File: src/rtl/fetch_unit_pkg.sv
// ============================================================================
// Module   : fetch_unit_pkg
// Purpose  : Shared fetch-state encodings, queue entry layout and defaults.
// Revision : 1.0
// ============================================================================
`default_nettype none

package fetch_unit_pkg;

    typedef enum logic [1:0] {
        FETCH_IDLE = 2'd0,
        FETCH_WAIT = 2'd1,
        FETCH_DROP = 2'd2
    } fetch_state_t;

    localparam logic [29:0] c_default_reset_pc = 30'h100000;
    localparam int          c_entry_w          = 62;

    typedef struct packed {
        logic [31:0] inst;
        logic [29:0] pc_plus4;
    } fetch_entry_t;

endpackage

`default_nettype wire

File: src/rtl/inst_fifo.sv
// ============================================================================
// Module   : inst_fifo
// Purpose  : DEPTH-entry synchronous FIFO with flush, count and head output.
// Revision : 1.0
// ============================================================================
`default_nettype none

module inst_fifo #(
    parameter int  DEPTH = 4,
    parameter int  WIDTH = 62,
    localparam int AW    = $clog2(DEPTH),
    localparam int CW    = AW + 1
) (
    input  logic             clk,
    input  logic             reset,
    input  logic             i_flush,
    input  logic             i_push,
    input  logic             i_pop,
    input  logic [WIDTH-1:0] i_data,
    output logic [CW-1:0]    o_count,
    output logic [WIDTH-1:0] o_head
);

    logic [WIDTH-1:0] r_mem [DEPTH];
    logic [AW-1:0]    r_wr_ptr;
    logic [AW-1:0]    r_rd_ptr;
    logic [CW-1:0]    r_count;

    // Storage needs no reset: an entry is only visible once count covers it.
    always_ff @(posedge clk) begin
        if (i_push && !i_flush) begin
            r_mem[r_wr_ptr] <= i_data;
        end
    end

    always_ff @(posedge clk or negedge reset) begin
        if (!reset) begin
            r_wr_ptr <= '0;
            r_rd_ptr <= '0;
            r_count  <= '0;
        end else if (i_flush) begin
            r_wr_ptr <= '0;
            r_rd_ptr <= '0;
            r_count  <= '0;
        end else begin
            if (i_push) begin
                r_wr_ptr <= r_wr_ptr + AW'(1);
            end
            if (i_pop) begin
                r_rd_ptr <= r_rd_ptr + AW'(1);
            end
            r_count <= r_count + CW'(i_push) - CW'(i_pop);
        end
    end

    assign o_count = r_count;
    assign o_head  = r_mem[r_rd_ptr];

endmodule

`default_nettype wire

File: src/rtl/fetch_unit.sv
// ============================================================================
// Module   : fetch_unit
// Purpose  : Instruction-fetch front end with req/ack memory port, prefetch
//            queue and branch-redirect flush.
// Revision : 1.0
// ============================================================================
`default_nettype none

module fetch_unit
    import fetch_unit_pkg::*;
#(
    parameter int          DEPTH    = 4,
    parameter logic [29:0] RESET_PC = c_default_reset_pc
) (
    input  logic        clk,
    input  logic        reset,
    output logic        imem_req,
    output logic [29:0] imem_addr,
    input  logic        imem_ack,
    input  logic [31:0] imem_data,
    input  logic        redirect,
    input  logic [29:0] redirect_pc,
    output logic        inst_valid,
    output logic [31:0] inst,
    output logic [29:0] inst_pc_plus4,
    input  logic        inst_ready
);

    localparam int c_cnt_w = $clog2(DEPTH) + 1;

    fetch_state_t       r_state;
    fetch_state_t       w_state_next;
    logic [29:0]        r_fetch_pc;
    logic [29:0]        w_fetch_pc_next;
    logic [29:0]        r_drop_addr;
    logic [c_cnt_w-1:0] w_count;
    logic [c_cnt_w-1:0] w_count_next;
    logic               w_room;
    logic               w_push;
    logic               w_pop;
    fetch_entry_t       w_push_entry;
    fetch_entry_t       w_head;

    assign w_pop        = inst_valid & inst_ready & ~redirect;
    assign w_push       = imem_ack & (r_state == FETCH_WAIT) & ~redirect;
    assign w_count_next = w_count + c_cnt_w'(w_push) - c_cnt_w'(w_pop);
    assign w_room       = (w_count_next < c_cnt_w'(DEPTH));

    assign w_push_entry.inst     = imem_data;
    assign w_push_entry.pc_plus4 = r_fetch_pc + 30'd1;

    inst_fifo #(
        .DEPTH (DEPTH),
        .WIDTH (c_entry_w)
    ) u_inst_fifo (
        .clk     (clk),
        .reset   (reset),
        .i_flush (redirect),
        .i_push  (w_push),
        .i_pop   (w_pop),
        .i_data  (w_push_entry),
        .o_count (w_count),
        .o_head  (w_head)
    );

    always_comb begin
        w_state_next    = r_state;
        w_fetch_pc_next = r_fetch_pc;
        if (redirect) begin
            w_fetch_pc_next = redirect_pc;
            // A request still in flight must finish before the new path starts.
            if ((r_state != FETCH_IDLE) && !imem_ack) begin
                w_state_next = FETCH_DROP;
            end else begin
                w_state_next = FETCH_IDLE;
            end
        end else begin
            case (r_state)
                FETCH_IDLE: begin
                    if (w_room) begin
                        w_state_next = FETCH_WAIT;
                    end
                end
                FETCH_WAIT: begin
                    if (imem_ack) begin
                        w_fetch_pc_next = r_fetch_pc + 30'd1;
                        w_state_next    = w_room ? FETCH_WAIT : FETCH_IDLE;
                    end
                end
                FETCH_DROP: begin
                    if (imem_ack) begin
                        w_state_next = FETCH_IDLE;
                    end
                end
                default: w_state_next = FETCH_IDLE;
            endcase
        end
    end

    always_ff @(posedge clk or negedge reset) begin
        if (!reset) begin
            r_state     <= FETCH_IDLE;
            r_fetch_pc  <= RESET_PC;
            r_drop_addr <= RESET_PC;
        end else begin
            r_state    <= w_state_next;
            r_fetch_pc <= w_fetch_pc_next;
            if (r_state == FETCH_WAIT) begin
                r_drop_addr <= r_fetch_pc;
            end
        end
    end

    // In DROP the memory still owns the old address even though fetch_pc moved.
    assign imem_req      = (r_state == FETCH_WAIT) || (r_state == FETCH_DROP);
    assign imem_addr     = (r_state == FETCH_DROP) ? r_drop_addr : r_fetch_pc;
    assign inst_valid    = (w_count != '0);
    assign inst          = inst_valid ? w_head.inst : 32'h0;
    assign inst_pc_plus4 = inst_valid ? w_head.pc_plus4 : 30'h0;

endmodule

`default_nettype wire

File: config.mk
export PLATFORM = sky130hd
export DESIGN_NAME = fetch_unit
export DESIGN_NICKNAME = d
export VERILOG_FILES = /design/src/rtl/fetch_unit_pkg.sv /design/src/rtl/inst_fifo.sv /design/src/rtl/fetch_unit.sv
export SDC_FILE = /design/constraint.sdc
export NUM_CORES = 1
export LEC_CHECK = 0
export ABC_AREA = 1
export ABC_CLOCK_PERIOD_IN_PS = 8900
export CAP_MARGIN = 5
export CORE_MARGIN = 4
export CORE_UTILIZATION = 61
export DETAILED_ROUTE_END_ITERATION = 12
export PLACE_DENSITY = 0.85
export RECOVER_POWER = 50
export SLEW_MARGIN = 15
export SYNTH_ARGS = -nofsm -noshare
export SYNTH_HDL_FRONTEND = slang
export SYNTH_HIERARCHICAL = 1
export SYNTH_SLANG_ARGS = --single-unit
File: constraint.sdc
create_clock -name clk -period 8.9 [get_ports clk]
set_input_delay 2.67 -clock clk [delete_from_list [all_inputs] [get_ports clk]]
set_output_delay 2.67 -clock clk [all_outputs]
set_load 0.005 [all_outputs]
Word-level counts from Yosys, hierarchy flattened

Memory sizes are Yosys's and may differ from the RTL's.
Index checks and enable logic that the tools add are counted.

Output and inout bits: 94
Memories kept: 1
Bits in registers: 69
Logic and storage cells: 57
Memory bits (writable): 248
Input port bits: 67

Memory list:

| name              | words | width | read ports | clocked after memory_dff | write ports | RTL line        | text |
|---|---|---|---|---|---|---|---|
| u_inst_fifo.r_mem | 4     | 62    | 1          | 0                        | 1           | inst_fifo.sv:24 | `logic [WIDTH-1:0] r_mem [DEPTH];` |

Bitwise gates (word level): 5
Magnitude comparators: 1
$add $sub $neg: 5
Reduce and logical (&&, ||, !) cells: 14
Eq/ne operators: 5
Multiplexer cells: 20

Operator list:

| cell                    | number |
|---|---|
| $mux W30                | 5 |
| $mux W32                | 1 |
| $add A30 B1 Y30 const B | 1 |
| $mux W2                 | 9 |
| $reduce_bool A2 Y1      | 5 |
| $ne A3 B3 Y1 const B    | 3 |
| $pmux W2 S3             | 1 |
| $add A2 B1 Y2 const B   | 2 |
| $and A1 B1 Y1           | 4 |
| $add A3 B1 Y3           | 1 |
| $lt A3 B3 Y1 const B    | 1 |
| $mux W1                 | 3 |
| $mux W3                 | 1 |
| $reduce_and A3 Y1       | 1 |
| $reduce_bool A3 Y1      | 1 |
| $sub A3 B1 Y3           | 1 |
| $eq A2 B1 Y1 const B    | 1 |
| $eq A2 B2 Y1 const B    | 1 |
| $logic_and A1 B1 Y1     | 2 |
| $logic_not A1 Y1        | 2 |
| $logic_not A2 Y1        | 1 |
| $reduce_and A2 Y1       | 1 |
| $logic_or A1 B1 Y1      | 1 |
| $not A1 Y1              | 1 |

Depth between registers and ports, before layout

Depth in word-level cells: 10
Depth in mapped cells: 15
Depth with buffers taken out: 14

Cells and area by module

Netlist, hierarchy kept.

Modules (own cells, without submodules):

| module     | area an instance (um^2) | seq. area each (um^2) | times used | cells an instance |
|---|---|---|---|---|
| inst_fifo  | 10319.9                 | 7622.3                | 1          | 775 |
| fetch_unit | 4399.2                  | 1554.0                | 1          | 703 |

Worst setup path after synthesis

OpenSTA, ideal clock, no wires.

Path type: input to register
Start: in redirect
End: mem u_inst_fifo.r_mem[0][0], enable pin
Data arrival time: 5.975 ns
Setup time: 0.482 ns
Cell stages on the path: 5
Setup slack: 2.443 ns
Cell sequence: buf_2 nor2_1 buf_2 nand2_1 nor2_1

Word-level cells in the longest chain between the ends: 5
Elaborated cells on any way between the ends: 6
Those cells by class: mux: 2; bitwise: 2; reduce/logical: 2

RTL lines:

| what                          | RTL line         | text |
|---|---|---|
| start, declared               | fetch_unit.sv:21 | `input logic redirect,` |
| $not A1 Y1                    | fetch_unit.sv:45 | `assign w_push = imem_ack & (r_state == FETCH_WAIT) & ~redirect;` |
| $and A1 B1 Y1                 | fetch_unit.sv:45 |  |
| via w_push                    | fetch_unit.sv:39 | `logic w_push;` |
| $logic_and A1 B1 Y1           | inst_fifo.sv:31  | `if (i_push && !i_flush) begin` |
| $mux W1                       | inst_fifo.sv:31  |  |
| $mux W1 (not written as such) | inst_fifo.sv:32  | `r_mem[r_wr_ptr] <= i_data;` |
| end, declared                 | inst_fifo.sv:24  |  |

The timed path passes the listed nets, and every way through them passes these cells.

Worst setup path in the final report

Start: in redirect
End: mem u_inst_fifo.r_mem[0][11], enable pin

Word-level cells in the longest chain between the ends: 5
Elaborated cells on any way between the ends: 6
Those cells by class: mux: 2; bitwise: 2; reduce/logical: 2

RTL lines:

| what                            | RTL line |
|---|---|
| $not A1 Y1                      | fetch_unit.sv:45 |
| $and A1 B1 Y1                   | fetch_unit.sv:45 |
| $logic_and A1 B1 Y1 *           | inst_fifo.sv:31 |
| $mux W1 *                       | inst_fifo.sv:31 |
| $mux W1 (not written as such) * | inst_fifo.sv:32 |

Every way passes the cells marked *; elsewhere a longest branch is shown, timed or not.

==> impl_metrics.py <==
metrics = {
    "timing": {
        "setup_tns_ns": 0,
        "skew_ns": 0.009527,
        "worst_slack_ns": 1.679,
        "slew_headroom_pct": -148.7,
        "maxSlewViolCount": 200,
        "worst_pin_slew_ns": 3.730,
        "max_freq_mhz": 138.5,
        "hold_violations": 0,
        "fin_hold_ws_ns": 0.4895,
        "rsz0062_at_grt": "false",
        "min_period_ns": 7.221,
        "finalCritPeriodShare_pct": 81.13,
        "setup_viol": 0,
    },
    "detailed_routing": {
        "drc": 0,
        "routed_wl_um": 32160,
        "drtPass1Iterations": 5,
        "via_per_inst": 5.358,
        "drt-initial-drc-count": 847,
        "postRouteAntennaNets": 0,
        "wl_per_cell_um": 16.44,
        "vias": 10481,
    },
    "synthesis": {
        "avgSynthCellArea_um2": 9.959,
        "synth_edf_count": 248,
        "synth_cell_types": 29,
        "syn_area_um2": 14720,
        "ys_top_cells_by_count": "nand2_1 (404), inv_1 (268), edfxtp_1 (248), o211ai_1 (130), nor2_1 (103)",
        "synth_fp_nets": 1558,
        "synth_most_common_cell": "nand2_1",
        "synth_top_area_share_pct": 50.60,
        "synth_area_leaders": "edfxtp_1 (51%), dfrtp_1 (11%), nand2_1 (10%), inv_1 (6.8%), o211ai_1 (6.6%)",
        "synth_area_leader_cell": "edfxtp_1",
        "yosys_warnings": 6,
        "ys_ff_latch": 317,
        "async_reset_ff_share_pct": 21.77,
        "ys_seq_area_share_pct": 62.34,
        "dominantRegCellSynth": "edfxtp_1",
        "syn_inst": 1478,
    },
    "layout": {
        "multi_input_area_um2": 4019,
        "regArea_um2": 9178,
        "n_antenna_cell": 0,
        "area_growth_pct": 17.82,
        "layout-drive-gt1-share_pct": 4.643,
        "nets": 1694,
        "fillers": 1642,
    },
    "worst_hold_path": {
        "worstHoldEndpoint": "r_drop_addr[26]",
        "hp-start": "r_drop_addr[26]",
        "hold_class": "reg -> reg",
        "holdPathStages": 2,
    },
    "floorplan": {
        "die_y_um": 163.3,
        "num_rows": 56,
        "io_pins": 161,
        "initial_core_util_pct": 62.34,
        "dieArea_um2": 26680,
        "core_um2": 23610,
        "die_x_um": 163.3,
    },
    "critical_path": {
        "crit_fanout": 38,
        "worstReg2RegStart": "r_state[1]",
        "worstSetupPathType": "in -> reg",
        "path_common_cell": "clkbuf_1",
        "crit_buf_inv": 4,
        "arrival_ns": 7.39,
        "rrSetupSlack_ns": 4.29,
        "critical_path_depth": 7,
        "end_kind": "flop",
        "crit_required_ns": 9.07,
        "max_stage_delay_ns": 1.18,
        "cpLargestDelayFamily": "buffers and inverters",
        "slowest_stage": "clkbuf_1",
        "r2r-end": "u_inst_fifo/r_mem[0][11]",
        "worstSetupStartpointType": "primary input",
        "startpoint": "redirect",
        "path_cells": "dlygate4sd3_1 -> clkbuf_1 -> nor2_2 -> clkbuf_1 -> nand2_1 -> nor2_4 -> buf_4",
        "r2r_cells": 8,
    },
    "global_routing": {
        "grt_pass1_wl_um": 51740,
        "grt_max_degree": 176,
        "grt_overflow": 0,
        "track_usage_pct": 24.30,
        "grt_pass1_vias": 10492,
        "antenna_found_initial": 0,
    },
    "clock_network": {
        "cts_num_sinks": 317,
        "cts_resized": 0,
        "clk_latency_ns": 0.54,
        "cts_buffer_depth": 3,
        "ctsHoldBuffers": 0,
        "cts_tree": "done",
        "cts_setup_buffers": 0,
        "clkTransAtPathRegs_ns": 0.07,
        "numCtsBuffers": 30,
        "htreeDepth": 1,
        "cts-root-buf": "clkbuf_16",
    },
    "power_and_ir_drop": {
        "p_leak_nw": 7.378,
        "max-vdd-ir-drop_mv": 0.1756,
        "powerDensity_nw_per_um2": 245.3,
    },
    "placement": {
        "io_buffers": 160,
        "dp_hpwl_um": 20060,
        "pre_cts_ws_ns": 2.944,
        "finalWeightedCongestion": 0.9261,
    },
    "outcome": {
        "violations": "capacitance limit, slew limit",
        "status": "finished, violations left",
    },
    "job": {
        "drv_cap": 4,
    },
}
-- how the worst max path moves through the flow --
stage,to
after floorplan,u_inst_fifo/r_mem[0][0]
after global placement,u_inst_fifo/r_mem[0][4]
after detailed placement,u_inst_fifo/r_mem[0][3]
after CTS,inst_pc_plus4[14]
after global routing,u_inst_fifo/r_mem[0][11]
final,u_inst_fifo/r_mem[0][11]
-- metal layers --
layer	track usage [%]	part of all wire (%)	routed length [um]
met4	6.252	2.0	637
met3	3.028	7.5	2416
met1	31.72	41	13180
met2	43.51	50	15930
met5	0	0	0
-- through the flow --
stage          std cells  util [%]  area, um2  total power [mW]
6_report            1956     73.44      17340             4.255
5_1_grt             1956     73.44      17340             4.488
4_1_cts             1956     73.88      17440             4.291
3_5_place_dp        1901     69.40      16390             2.951
3_3_place_gp        1901     69.40      16390             2.901
2_1_floorplan       1478         -      14720             2.442
-- where the power goes --
group / leakage (nW) / internal [mW] / switching [mW]
clock: 0.500 / 0.806 / 0.531
combinational: 3.78 / 0.489 / 0.618
sequential: 3.10 / 1.74 / 0.0727
total: 7.38 / 3.03 / 1.22
-- layout by cell type, fill, tap and decap left out, types with 6 or more instances in the layout --
cell type,Yosys,layout
o21ai_0,83,83
inv_1,268,268
clkdlybuf4s50_1,0,126
o211ai_1,130,130
dlygate4sd3_1,0,33
dfrtp_1,67,66
edfxtp_1,248,248
nor2_1,103,106
nand3_1,34,37
ha_1,12,11
nand2_1,404,407
and2_0,0,9
bufinv_16,0,6
clkbuf_16,0,31
buf_4,1,8
xor2_1,12,14
-- layout make-up --
type | instances | area share [%]
Clock buffer | 31 | 4.473
Clock inverter | 24 | 1.616
Inverter | 270 | 5.873
Multi-Input combinational cell | 823 | 23.17
Sequential cell | 317 | 52.92
Tap cell | 319 | 2.302
Timing Repair Buffer | 172 | 9.639
-- cells by family after synthesis --
| group | synth area share, % |
|---|---|
| AOI/OAI and AO/OA | 9.742 |
| adders and majority gates | 1.156 |
| and+or+nand+nor | 15.79 |
| DFF | 62.34 |
| xor gates and xnor gates | 0.9350 |
| buffers and inverters | 10.03 |
-- worst min-delay path, delay by kind of cell, from the launching register on --
family / cells / cell delay [ns]
and+or+nand+nor: 1 / 0.05
DFF: 1 / 0.35
AOI/OAI and AO/OA: 1 / 0.06
-- flip-flops by register name (all words and copies together), names as in the netlist --
register              flops
u_inst_fifo/r_mem       248
r_fetch_pc               30
r_drop_addr              30
r_state                   2
u_inst_fifo/r_rd_ptr      2
u_inst_fifo/r_wr_ptr      2
u_inst_fifo/o_count       3
No activity file was read; power rests on OpenSTA's default activity.
